$ cat config.mk
export PLATFORM = sky130hd
export DESIGN_NAME = ahb_slave_arbiter
export DESIGN_NICKNAME = d
export VERILOG_FILES = /design/src/rtl/ahb_slave_arbiter.sv
export SDC_FILE = /design/constraint.sdc
export NUM_CORES = 1
export LEC_CHECK = 0
export ABC_AREA = 1
export ABC_CLOCK_PERIOD_IN_PS = 1270
export CAP_MARGIN = 20
export CORE_AREA = 2 2 39 41
export CTS_BUF_LIST = sky130_fd_sc_hd__clkbuf_8
export DETAILED_ROUTE_END_ITERATION = 16
export DIE_AREA = 0 0 41 43
export PLACE_DENSITY = 0.67
export SETUP_SLACK_MARGIN = 0.5
export SYNTH_ARGS = -nofsm -noshare
export SYNTH_HDL_FRONTEND = slang
export SYNTH_SLANG_ARGS = --single-unit
$ cat constraint.sdc
create_clock -name hclk -period 1.27 [get_ports hclk]
set_input_delay 0.254 -clock hclk [delete_from_list [all_inputs] [get_ports hclk]]
set_output_delay 0.254 -clock hclk [all_outputs]
set_load 0.1 [all_outputs]
$ cat src/rtl/ahb_slave_arbiter.sv
// Per-slave AHB arbiter: picks one address-phase owner among the masters that target this slave,
// keeps bursts and locked sequences together, and tracks the data-phase owner for return steering.

package AHB_package;
  typedef enum logic [1:0] {
    IDLE   = 2'b00,
    BUSY   = 2'b01,
    NONSEQ = 2'b10,
    SEQ    = 2'b11
  } htrans_type;
endpackage

module ahb_slave_arbiter
  import AHB_package::*;
#(
  parameter int unsigned SLAVE_X_MASTER_NUM = 2,
  parameter int unsigned MIDX_W             = $clog2(SLAVE_X_MASTER_NUM)
) (
  input  logic                                      hclk,
  input  logic                                      hreset_n,
  input  logic       [SLAVE_X_MASTER_NUM-1:0]       hreq,
  input  htrans_type [SLAVE_X_MASTER_NUM-1:0]       htrans,
  input  logic       [SLAVE_X_MASTER_NUM-1:0]       hmastlock,
  input  logic                                      hready_slv,
  output logic       [SLAVE_X_MASTER_NUM-1:0]       hgrant,
  output logic       [MIDX_W-1:0]                   hmaster_addr,
  output logic                                      hsel,
  output logic       [MIDX_W-1:0]                   hmaster_data,
  output logic                                      data_active
);

  typedef enum logic {FREE, OWNED} state_t;

  state_t                        state_q, state_d;
  logic [SLAVE_X_MASTER_NUM-1:0] grant_d;
  logic [MIDX_W-1:0]             addr_d;
  logic                          sel_d;
  logic [MIDX_W-1:0]             rr_q, rr_d;
  logic                          dact_d;
  logic                          hold;
  logic                          found;
  logic [MIDX_W-1:0]             win;
  logic [MIDX_W-1:0]             cand;
  htrans_type                    owner_htrans;

  always_comb begin
    state_d      = state_q;
    grant_d      = hgrant;
    addr_d       = hmaster_addr;
    sel_d        = hsel;
    rr_d         = rr_q;
    found        = 1'b0;
    win          = '0;
    cand         = '0;
    owner_htrans = htrans[hmaster_addr];

    hold = (state_q == OWNED) && hreq[hmaster_addr] &&
           ((owner_htrans == SEQ) || (owner_htrans == BUSY) || hmastlock[hmaster_addr]);

    // Round-robin scan starting just after the last granted master; the
    // last candidate visited is rr_q itself, so a sole requester is re-granted.
    for (int unsigned i = 1; i <= SLAVE_X_MASTER_NUM; i++) begin
      cand = MIDX_W'((32'(rr_q) + i) % SLAVE_X_MASTER_NUM);
      if (!found && hreq[cand]) begin
        found = 1'b1;
        win   = cand;
      end
    end

    if (!hold) begin
      if (found) begin
        state_d      = OWNED;
        grant_d      = '0;
        grant_d[win] = 1'b1;
        addr_d       = win;
        sel_d        = 1'b1;
        rr_d         = win;
      end else begin
        state_d = FREE;
        grant_d = '0;
        sel_d   = 1'b0;
      end
    end

    dact_d = hsel && ((owner_htrans == NONSEQ) || (owner_htrans == SEQ));
  end

  always_ff @(posedge hclk or negedge hreset_n) begin
    if (!hreset_n) begin
      state_q      <= FREE;
      hgrant       <= '0;
      hmaster_addr <= '0;
      hsel         <= 1'b0;
      rr_q         <= MIDX_W'(SLAVE_X_MASTER_NUM - 1);
      hmaster_data <= '0;
      data_active  <= 1'b0;
    end else if (hready_slv) begin
      state_q      <= state_d;
      hgrant       <= grant_d;
      hmaster_addr <= addr_d;
      hsel         <= sel_d;
      rr_q         <= rr_d;
      hmaster_data <= hmaster_addr;
      data_active  <= dact_d;
    end
  end

`ifndef SYNTHESIS
  a_grant_onehot0: assert property (@(posedge hclk) disable iff (!hreset_n) $onehot0(hgrant));
`endif

endmodule

-- Yosys cells after proc, flatten, opt, wreduce, memory -nomap -nowiden
Index checks and enable logic that the tools add are counted.
- input port bits: 11
- logic and storage cells: 46
- flip-flop bits (word level): 7
- equality and inequality tests: 3
- muxes and demuxes: 18
- bitwise gates (word level): 1
- reductions and logical operators: 11
- add/subtract/negate cells: 2
- magnitude comparators: 5
- operators with widths (kind ; count):
    two-way mux 1 bit ; 14
    < comparator 1 x 2 -> 1 bit, second input constant ; 4
    two-way mux 2 bit ; 3
    logical AND 1 bit ; 5
    equality test 2 bit, second input constant ; 2
    logical OR 1 bit ; 3
    AND reduction 3 bit ; 1
    adder 1 bit, second input constant ; 2
    equality test 2 x 1 -> 1 bit, second input constant ; 1
    AND reduction 2 bit ; 1
    demux 1 bit (select 1 bit) ; 1
    >= comparator 1 bit, second input constant ; 1
    zero test 1 bit ; 1
    NOT 1 bit ; 1

-- Logic depth before layout (Yosys ltp)
Gate-level depths: netlist (run 1).
- depth after elaboration: 12
- depth in mapped cells: 7
- gate-level depth less buffers: 7

-- Worst setup path before layout (run 1)
No wires, ideal clock.
- path type: register to register
- start point: register hmaster_addr
- end point: register hgrant[0]
- data required time: 1194 ps
- data arrival time: 1624 ps
- path slack: -430 ps
- setup time: 76 ps
- buffers on the path: 0
- stages on the path, launching flop included: 7
- cells stage by stage: dfrtp_1 -> o21ai_0 -> nand2_2 -> nand2_2 -> nand2_2 -> nand2_1 -> o21ai_1
- cells in the longest elaborated chain, start to end: 8
- elaborated cells between the ends (all ways): 14
- classes of those cells: eq/ne: 2; mux: 6; bitwise: 1; reduce/logical: 5
- ends and longest elaborated chain (what ; line ; source):
    from (decl) ; 26 ; output logic [MIDX_W-1:0] hmaster_addr,
    from (signal assigned) ; 100 ; hmaster_addr <= addr_d;
    two-way mux 2 bit (not written as such) (2 in a row) ; 55 ; owner_htrans = htrans[hmaster_addr];
    equality test 2 bit or equality test 2 x 1 -> 1 bit (tied branches) ; 58 ; ((owner_htrans == SEQ) || (owner_htrans == BUSY) || hmastlock[hmaster_addr]);
    logical OR 1 bit (2 in a row) ; 58 ;
    logical AND 1 bit * ; 57 ; hold = (state_q == OWNED) && hreq[hmaster_addr] &&
    NOT 1 bit (no line) * ; - ;
    AND reduction 2 bit (no line) * ; - ;
    to (signal assigned) ; 99 ; hgrant <= grant_d;
    to (decl) ; 25 ; output logic [SLAVE_X_MASTER_NUM-1:0] hgrant,
Mark *: on every way between the ends. The rest lies on a longest branch, timed or not. The select of a mux whose other input is x is not followed.
A chain may end at the register's enable or synchronous reset.

-- Final worst setup path (run 1)
- start point: register hmaster_addr
- end point: output port hmaster_addr
No word-level cell between the ends.

==> flow_summary.html, run 1 <==
<table>
<tr><th>Metric</th><th>Value</th></tr>
<tr><th colspan="2">Power</th></tr>
<tr><td>Total leakage power</td><td>0.3083 nW</td></tr>
<tr><td>Largest voltage drop on the vdd net</td><td>1.010 mV</td></tr>
<tr><td>Total power after layout</td><td>1.759 mW</td></tr>
<tr><td>Cell area power density</td><td>2520 nW/um2</td></tr>
<tr><th colspan="2">Critical path</th></tr>
<tr><td>Maximum fanout count along the critical path</td><td>5</td></tr>
<tr><td>Arrival time at the worst endpoint</td><td>930 ps</td></tr>
<tr><td>Worst path bufs/invs</td><td>1</td></tr>
<tr><td>Slowest stage delay, CP</td><td>510 ps</td></tr>
<tr><td>Reg2Reg Launch Point</td><td>hmaster_addr</td></tr>
<tr><td>FF-to-FF path depth</td><td>6</td></tr>
<tr><td>Register-to-register path setup slack</td><td>90 ps</td></tr>
<tr><td>Cell with the largest stage delay on the worst path</td><td>sky130_fd_sc_hd__dfrtp_4</td></tr>
<tr><td>Kind of end point of the critical path</td><td>output port</td></tr>
<tr><td>Reg2Reg Capture Point</td><td>hmaster_addr</td></tr>
<tr><td>Critical path required time</td><td>1020 ps</td></tr>
<tr><td>Gate family responsible for the most delay along the worst path</td><td>flip-flops</td></tr>
<tr><td>Launch point of the worst path</td><td>hmaster_addr</td></tr>
<tr><td>Start-to-end type of the worst setup path</td><td>reg2out</td></tr>
<tr><td>Type of origin of the critical path</td><td>flip-flop</td></tr>
<tr><td>Cells along the critical path</td><td>buf_12</td></tr>
<tr><th colspan="2">STA</th></tr>
<tr><td>Final clock period utilization by the worst path</td><td>93.19%</td></tr>
<tr><td>Tightest Pin Transition</td><td>368.7 ps</td></tr>
<tr><td>Peak clock frequency supported by timing</td><td>845.0 MHz</td></tr>
<tr><td>Final Hold Vio Count</td><td>0</td></tr>
<tr><td>Final Skew</td><td>0.8285 ps</td></tr>
<tr><td>Minimum period implied by the final worst setup slack</td><td>1183 ps</td></tr>
<tr><td>Setup repair after global routing missed its margin</td><td>true</td></tr>
<tr><td>Setup-violating endpoint count in the final report</td><td>0</td></tr>
<tr><td>Final number of max-transition violations</td><td>0</td></tr>
<tr><td>Worst-case headroom to the max-slew limit</td><td>75.42%</td></tr>
<tr><th colspan="2">Detailed routing</th></tr>
<tr><td>Avg WL per Cell</td><td>11.38 um</td></tr>
<tr><td>Initial detailed-routing violation count</td><td>3</td></tr>
<tr><td>Antenna viol nets, final</td><td>0</td></tr>
<tr><td>Vias per cell</td><td>4.506</td></tr>
<tr><td>Remaining design rule violation count</td><td>0</td></tr>
<tr><td>Via Count</td><td>356</td></tr>
<tr><td>Detailed-routing iteration count for the pre-antenna-repair pass</td><td>2</td></tr>
<tr><td>Post-detailed-routing wire length</td><td>899 um</td></tr>
<tr><th colspan="2">Die</th></tr>
<tr><td>Boundary Pins</td><td>17</td></tr>
<tr><td>Die Span X</td><td>41 um</td></tr>
<tr><td>Height of the die</td><td>43 um</td></tr>
<tr><td>Core Footprint</td><td>1384 um2</td></tr>
<tr><td>Row cnt</td><td>14</td></tr>
<tr><td>Initial Util</td><td>23.96%</td></tr>
<tr><td>Die ar.</td><td>1763 um2</td></tr>
<tr><th colspan="2">Clock tree</th></tr>
<tr><td>H-tree depth reported by CTS</td><td>1</td></tr>
<tr><td>Clock transition at the registers of the reported paths</td><td>40 ps</td></tr>
<tr><td>Number of hold-repair buffers added at the cts stage</td><td>0</td></tr>
<tr><td>Number of buffers inserted during clock tree synthesis</td><td>3</td></tr>
<tr><td>Sink Count</td><td>7</td></tr>
<tr><td>Clock latency reported for the late side of the worst-skew pair</td><td>230 ps</td></tr>
<tr><td>CTS tree</td><td>yes</td></tr>
<tr><td>Clock Tree Buf Depth</td><td>2</td></tr>
<tr><td>Clock root cell</td><td>sky130_fd_sc_hd__clkbuf_8</td></tr>
<tr><th colspan="2">Synth</th></tr>
<tr><td>Count of distinct cell types in the synthesized netlist</td><td>17</td></tr>
<tr><td>Yosys Warn Count</td><td>0</td></tr>
<tr><td>Fraction of synthesized cell area taken by the top area cell type</td><td>45.28%</td></tr>
<tr><td>Syn Area/Cell</td><td>8.725 um2</td></tr>
<tr><td>Biggest area consumer among synthesized cells</td><td>sky130_fd_sc_hd__dfrtp_1</td></tr>
<tr><td>Post-Syn Instances</td><td>38</td></tr>
<tr><td>Seq cells post-synth</td><td>7</td></tr>
<tr><td>Cell types occupying the most area after synthesis</td><td>sky130_fd_sc_hd__dfrtp_1 (45%), sky130_fd_sc_hd__nand2_1 (10%), sky130_fd_sc_hd__dfstp_2 (7.9%), sky130_fd_sc_hd__nand2_2 (5.7%), sky130_fd_sc_hd__o21ai_0 (4.5%)</td></tr>
<tr><td>Mapped Nets</td><td>49</td></tr>
<tr><td>Proportion of synthesized chip area in sequential cells</td><td>53.21%</td></tr>
<tr><td>Mapped Area</td><td>331.6 um2</td></tr>
<tr><th colspan="2">Layout</th></tr>
<tr><td>Final net count</td><td>75</td></tr>
<tr><td>Count of inserted antenna diode cells</td><td>0</td></tr>
<tr><td>Share of final-layout standard cells stronger than drive strength 1</td><td>50.79%</td></tr>
<tr><td>Area growth from synthesis to layout</td><td>110.6%</td></tr>
<tr><td>Area of all placed cells without fillers</td><td>698.2 um2</td></tr>
<tr><td>Utilization after layout</td><td>50.45%</td></tr>
<tr><th colspan="2">Placement</th></tr>
<tr><td>I/O Buffers</td><td>16</td></tr>
<tr><td>DPL Wire Length</td><td>633.6 um</td></tr>
<tr><td>Dpl cell area</td><td>604.3 um2</td></tr>
<tr><td>Routability cong.</td><td>0.7305</td></tr>
<tr><th colspan="2">GRT</th></tr>
<tr><td>Number of antenna violations at the first check in global routing</td><td>0</td></tr>
<tr><td>Largest net degree at the start of global routing</td><td>8</td></tr>
<tr><td>Total global routing overflow</td><td>0</td></tr>
<tr><td>Number of global-route vias before repair</td><td>359</td></tr>
<tr><td>Global-route wire length before repair</td><td>1483 um</td></tr>
<tr><td>Overall fraction of global-route tracks in use</td><td>12.74%</td></tr>
<tr><th colspan="2">Run</th></tr>
<tr><td>Count of max-cap constraint violations</td><td>0</td></tr>
<tr><th colspan="2">Outcome</th></tr>
<tr><td>Status</td><td>finished clean</td></tr>
<tr><th colspan="2">Min path</th></tr>
<tr><td>Worst Hold Class</td><td>in2async</td></tr>
</table>
==> flip-flops by register name (all words and copies together) (netlist names) <==
signal,flops
hmaster_addr,1
hgrant,2
rr_q,1
data_active,1
hsel,1
hmaster_data,1
==> layout make-up <==
class / instances / area (um2)
multi-input combinational: 28 / 160.2
sequential: 7 / 198.9
inverter: 3 / 13.76
fill: 135 / 685.7
clock buffer: 3 / 41.29
timing repair buffer: 21 / 260.3
tap: 16 / 20.02
clock inverter: 1 / 3.754
==> worst max path at each step <==
stage	end	slack, ps	cells after the start
2_1_floorplan	hmaster_addr	50	6
3_3_place_gp	hmaster_addr	-70	6
3_5_place_dp	hgrant[1]	-110	6
4_1_cts	hmaster_addr	80	1
5_1_grt	hsel	30	7
6_report	hmaster_addr	90	1
==> power by group <==
group	internal (mW)	total [mW]	switching (mW)	leakage (nW)
logic	0.391	1.01	0.624	0.204
clock network	0.209	0.311	0.102	0.0269
registers	0.344	0.434	0.0898	0.0769
total	0.944	1.76	0.815	0.308
==> layout by cell type (no fill, tap or decap), types with 2 or more instances in the layout <==
cell | synthesis | routed
sky130_fd_sc_hd__clkdlybuf4s50_1 | 0 | 9
sky130_fd_sc_hd__nand2_1 | 9 | 8
sky130_fd_sc_hd__dfrtp_4 | 0 | 6
sky130_fd_sc_hd__buf_12 | 0 | 6
sky130_fd_sc_hd__buf_4 | 0 | 4
sky130_fd_sc_hd__o21ai_1 | 1 | 3
sky130_fd_sc_hd__nor2_1 | 3 | 3
sky130_fd_sc_hd__nand2_2 | 3 | 3
sky130_fd_sc_hd__inv_1 | 2 | 3
sky130_fd_sc_hd__clkbuf_8 | 0 | 3
sky130_fd_sc_hd__nand3_2 | 1 | 2
==> stage by stage <==
step,hold WS [ps],setup WS (ps),std cells,TNS [ps]
floorplan,-41.57,54.63,38,0
global placement,459.5,-68.66,71,-236.4
detailed placement,468.0,-111.0,71,-398.9
CTS,317.9,77.57,79,0
global route,328.4,34.44,79,0
finish,304.2,86.53,79,0
==> cell usage after synthesis (all sizes together) <==
library cell  count
o22ai             1
dfstp             1
a21oi             2
nand2            12
nor2              4
or2               1
dfrtp             6
nand3             2
o211ai            1
o21ai             5
inv               3
==> layer usage <==
metal / wire length (um) / share of wire [%] / global-route usage (%)
met3: 60 / 6.7 / 4.712
met4: 19 / 2.1 / 6.000
met5: 0 / 0 / 0
met1: 316 / 35 / 13.16
met2: 503 / 56 / 21.25
==> cells by family (layout without fill, tap and decap cells) <==
logic type	count (synthesis)	count (layout)	share of synthesized area [%]
AND/OR/NAND/NOR	19	19	27.55
AO/OA/AOI/OAI	9	9	15.85
flip-flops	7	7	53.21
buffers and inverters	3	28	3.396
==> timing repair <==
item                                    4_1_cts  5_1_grt
buffers inserted                              4        0
pin swaps                                     2        5
gates resized for setup                       4        2
endpoints found under the setup margin       13       13
Power figures use the tool's default switching activity.
==> run 2: changes to the inputs <==
ABC_AREA = default   (was 1)
PLACE_DENSITY = 0.72   (was 0.67)
==> flow_summary.html, run 2 <==
<table>
<tr><th>Metric</th><th>Value</th></tr>
<tr><th colspan="2">Die</th></tr>
<tr><td>Die ar.</td><td>1763 um2</td></tr>
<tr><td>Die Span X</td><td>41 um</td></tr>
<tr><td>Height of the die</td><td>43 um</td></tr>
<tr><td>Initial Util</td><td>28.48%</td></tr>
<tr><td>Boundary Pins</td><td>17</td></tr>
<tr><td>Core Footprint</td><td>1384 um2</td></tr>
<tr><td>Row cnt</td><td>14</td></tr>
<tr><th colspan="2">Synth</th></tr>
<tr><td>Post-Syn Instances</td><td>41</td></tr>
<tr><td>Xor/xnor cell area share of the yosys netlist</td><td>0%</td></tr>
<tr><td>Seq cells post-synth</td><td>7</td></tr>
<tr><td>Syn Area/Cell</td><td>9.613 um2</td></tr>
<tr><td>Top-count cell post-synth</td><td>sky130_fd_sc_hd__nand2_1</td></tr>
<tr><td>Biggest area consumer among synthesized cells</td><td>sky130_fd_sc_hd__dfrtp_1</td></tr>
<tr><td>Ys flop type</td><td>sky130_fd_sc_hd__dfrtp_1</td></tr>
<tr><td>Fraction of synthesized cell area taken by the top area cell type</td><td>38.10%</td></tr>
<tr><td>Async S/R FF share, synth</td><td>100.0%</td></tr>
<tr><td>Portion of netlist area occupied by mux cells</td><td>5.397%</td></tr>
<tr><td>Number of flops mapped to enable cells by yosys</td><td>0</td></tr>
<tr><td>Fraction of the mapped netlist area in compound gates</td><td>25.08%</td></tr>
<tr><td>Cell types occupying the most area after synthesis</td><td>sky130_fd_sc_hd__dfrtp_1 (38%), sky130_fd_sc_hd__nand2_1 (7.6%), sky130_fd_sc_hd__dfstp_2 (6.7%), sky130_fd_sc_hd__nor2_1 (3.8%), sky130_fd_sc_hd__o211ai_2 (3.2%)</td></tr>
<tr><td>Yosys Warn Count</td><td>0</td></tr>
<tr><td>Synth Area in Adders</td><td>0%</td></tr>
<tr><td>Proportion of synthesized chip area in sequential cells</td><td>44.76%</td></tr>
<tr><td>Mapped Nets</td><td>52</td></tr>
<tr><td>Simple-gate portion of the synthesized area</td><td>21.59%</td></tr>
<tr><td>Count of distinct cell types in the synthesized netlist</td><td>26</td></tr>
<tr><td>Most frequent cells after synthesis</td><td>sky130_fd_sc_hd__nand2_1 (8), sky130_fd_sc_hd__dfrtp_1 (6), sky130_fd_sc_hd__nor2_1 (4)</td></tr>
<tr><td>Main combinational cell family by area after synthesis</td><td>compound AO/OA/AOI/OAI gates</td></tr>
<tr><td>Mapped Area</td><td>394.1 um2</td></tr>
<tr><th colspan="2">STA</th></tr>
<tr><td>Setup-violating endpoint count in the final report</td><td>4</td></tr>
<tr><td>Final clock period utilization by the worst path</td><td>104.7%</td></tr>
<tr><td>Final hold slack</td><td>289.4 ps</td></tr>
<tr><td>Final number of max-transition violations</td><td>0</td></tr>
<tr><td>Final Hold Vio Count</td><td>0</td></tr>
<tr><td>Final Skew</td><td>3.141 ps</td></tr>
<tr><td>Minimum period implied by the final worst setup slack</td><td>1329 ps</td></tr>
<tr><td>Peak clock frequency supported by timing</td><td>752.2 MHz</td></tr>
<tr><td>Worst path setup slack after routing</td><td>-59.44 ps</td></tr>
<tr><td>Setup repair after global routing missed its margin</td><td>true</td></tr>
<tr><td>Sum Neg Setup Slack</td><td>-118.7 ps</td></tr>
<tr><td>Tightest Pin Transition</td><td>332.2 ps</td></tr>
<tr><td>Worst-case headroom to the max-slew limit</td><td>77.78%</td></tr>
<tr><th colspan="2">Detailed routing</th></tr>
<tr><td>Via Count</td><td>456</td></tr>
<tr><td>Avg WL per Cell</td><td>13.41 um</td></tr>
<tr><td>Post-detailed-routing wire length</td><td>1180 um</td></tr>
<tr><td>Vias per cell</td><td>5.182</td></tr>
<tr><td>Initial detailed-routing violation count</td><td>1</td></tr>
<tr><td>Detailed-routing iteration count for the pre-antenna-repair pass</td><td>3</td></tr>
<tr><td>Remaining design rule violation count</td><td>0</td></tr>
<tr><td>Antenna viol nets, final</td><td>0</td></tr>
<tr><th colspan="2">Min path</th></tr>
<tr><td>Worst Hold Class</td><td>in2async</td></tr>
<tr><th colspan="2">Placement</th></tr>
<tr><td>I/O Buffers</td><td>16</td></tr>
<tr><td>Dpl cell area</td><td>724.4 um2</td></tr>
<tr><td>DPL Wire Length</td><td>843.2 um</td></tr>
<tr><td>Worst Setup Slack post-DPL</td><td>-336.3 ps</td></tr>
<tr><td>Routability cong.</td><td>0.8416</td></tr>
<tr><th colspan="2">Clock tree</th></tr>
<tr><td>Clock latency reported for the late side of the worst-skew pair</td><td>230 ps</td></tr>
<tr><td>Number of buffers inserted during clock tree synthesis</td><td>3</td></tr>
<tr><td>H-tree depth reported by CTS</td><td>1</td></tr>
<tr><td>Clock Tree Buf Depth</td><td>2</td></tr>
<tr><td>Clock root cell</td><td>sky130_fd_sc_hd__clkbuf_8</td></tr>
<tr><td>Sink Count</td><td>7</td></tr>
<tr><td>Clock transition at the registers of the reported paths</td><td>40 ps</td></tr>
<tr><td>Number of hold-repair buffers added at the cts stage</td><td>0</td></tr>
<tr><td>CTS tree</td><td>yes</td></tr>
<tr><th colspan="2">Layout</th></tr>
<tr><td>Share of final-layout standard cells stronger than drive strength 1</td><td>50.00%</td></tr>
<tr><td>Most used cells in the layout excluding fill and tap cells</td><td>sky130_fd_sc_hd__buf_4 (10), sky130_fd_sc_hd__nand2_1 (8), sky130_fd_sc_hd__dfrtp_4 (6), sky130_fd_sc_hd__buf_12 (6), sky130_fd_sc_hd__clkdlybuf4s50_1 (5)</td></tr>
<tr><td>Final net count</td><td>84</td></tr>
<tr><td>Area growth from synthesis to layout</td><td>112.4%</td></tr>
<tr><td>Number of fill cells</td><td>124</td></tr>
<tr><td>Most flops, register</td><td>hgrant</td></tr>
<tr><td>Leading cell type in the layout, fill and taps excluded</td><td>sky130_fd_sc_hd__buf_4</td></tr>
<tr><td>Area of all placed cells without fillers</td><td>837.1 um2</td></tr>
<tr><td>Count of inserted antenna diode cells</td><td>0</td></tr>
<tr><td>Max FFs per register</td><td>2</td></tr>
<tr><th colspan="2">Critical path</th></tr>
<tr><td>Critical path required time</td><td>1380 ps</td></tr>
<tr><td>Type of origin of the critical path</td><td>flip-flop</td></tr>
<tr><td>Register-to-register path setup slack</td><td>-60 ps</td></tr>
<tr><td>Arrival time at the worst endpoint</td><td>1440 ps</td></tr>
<tr><td>Kind of end point of the critical path</td><td>flip-flop</td></tr>
<tr><td>Maximum fanout count along the critical path</td><td>5</td></tr>
<tr><td>Start-to-end type of the worst setup path</td><td>reg2reg</td></tr>
<tr><th colspan="2">GRT</th></tr>
<tr><td>Largest net degree at the start of global routing</td><td>10</td></tr>
<tr><td>Global-route wire length before repair</td><td>1863 um</td></tr>
<tr><td>Number of antenna violations at the first check in global routing</td><td>0</td></tr>
<tr><td>Total global routing overflow</td><td>0</td></tr>
<tr><td>Overall fraction of global-route tracks in use</td><td>16.82%</td></tr>
<tr><td>Number of global-route vias before repair</td><td>456</td></tr>
<tr><th colspan="2">Outcome</th></tr>
<tr><td>Status</td><td>finished with violations</td></tr>
<tr><td>Violated checks</td><td>setup timing</td></tr>
<tr><th colspan="2">Power</th></tr>
<tr><td>Cell area power density</td><td>1821 nW/um2</td></tr>
<tr><td>Total leakage power</td><td>0.3698 nW</td></tr>
<tr><td>Largest voltage drop on the vdd net</td><td>1.188 mV</td></tr>
<tr><th colspan="2">Run</th></tr>
<tr><td>Count of max-cap constraint violations</td><td>0</td></tr>
</table>
[run 2: cell count changes after synthesis, sizes merged, moves of 2 or more]
cell	before	now
nand2	12	8
o21ai	5	1
inv	3	1
nand3	2	0
[run 2: per-stage QoR]
| step | total power [mW] | instances | utilization [%] |
|---|---|---|---|
| after floorplan | 0.8352 | 41 | - |
| after global placement | 1.162 | 79 | 52.35 |
| after detailed placement | 1.173 | 79 | 52.35 |
| after CTS | 1.536 | 88 | 59.13 |
| after global routing | 1.595 | 88 | 60.49 |
| final | 1.525 | 88 | 60.49 |
[run 2: path summary, 6_finish.rpt]
kind,from,to,cells after the start
max in group asynchronous,hreset_n,rr_q,1
max reg2reg,hmaster_addr,hgrant[1],3
max,hmaster_addr,hgrant[1],3
min reg2reg,hmaster_data,hmaster_data,1
min in group hclk,hreq[1],hsel,3
min,hreset_n,data_active,1
[run 2: critical path, cell delays in order, from the launching register on]
cell and delay (ps):
sky130_fd_sc_hd__dfrtp_4 490, sky130_fd_sc_hd__nand4bb_4 210, sky130_fd_sc_hd__and4_1 190, sky130_fd_sc_hd__a221o_1 320
[run 2: report_power, final]
group,internal [mW],switching [mW],total (mW)
clock,0.209,0.102,0.311
combinational,0.362,0.469,0.831
sequential,0.322,0.0600,0.382
[run 2: routing by layer]
metal	vias to the layer above	global-route usage [%]	share of wire [%]
met2	18	27.19	53
met5	-	0	0
li1	218	-	-
met4	0	15.33	4.5
met1	214	16.56	36
met3	6	3.141	6.8
[run 2: logic make-up after synthesis]
group | Yosys count
flops | 7
compound gates | 12
buf+inv | 3
mux | 2
simple gates | 17
[run 2: final cells by class]
type	count	area, um2	share of cell area, %
flip-flops and latches	7	198.9	23.77
clock inverters	1	3.754	0.4484
inverters	1	3.754	0.4484
multi-input cells	31	235.2	28.10
repair buffers	29	334.1	39.91
clock buffers	3	41.29	4.933
well taps	16	20.02	2.392
[run 2: timing repair]
| item | in CTS | in global routing |
|---|---|---|
| pin swaps | 4 | 3 |
| buffers inserted | 5 | 0 |
| resized for setup | 6 | 6 |
| endpoints found under the setup margin | 13 | 13 |
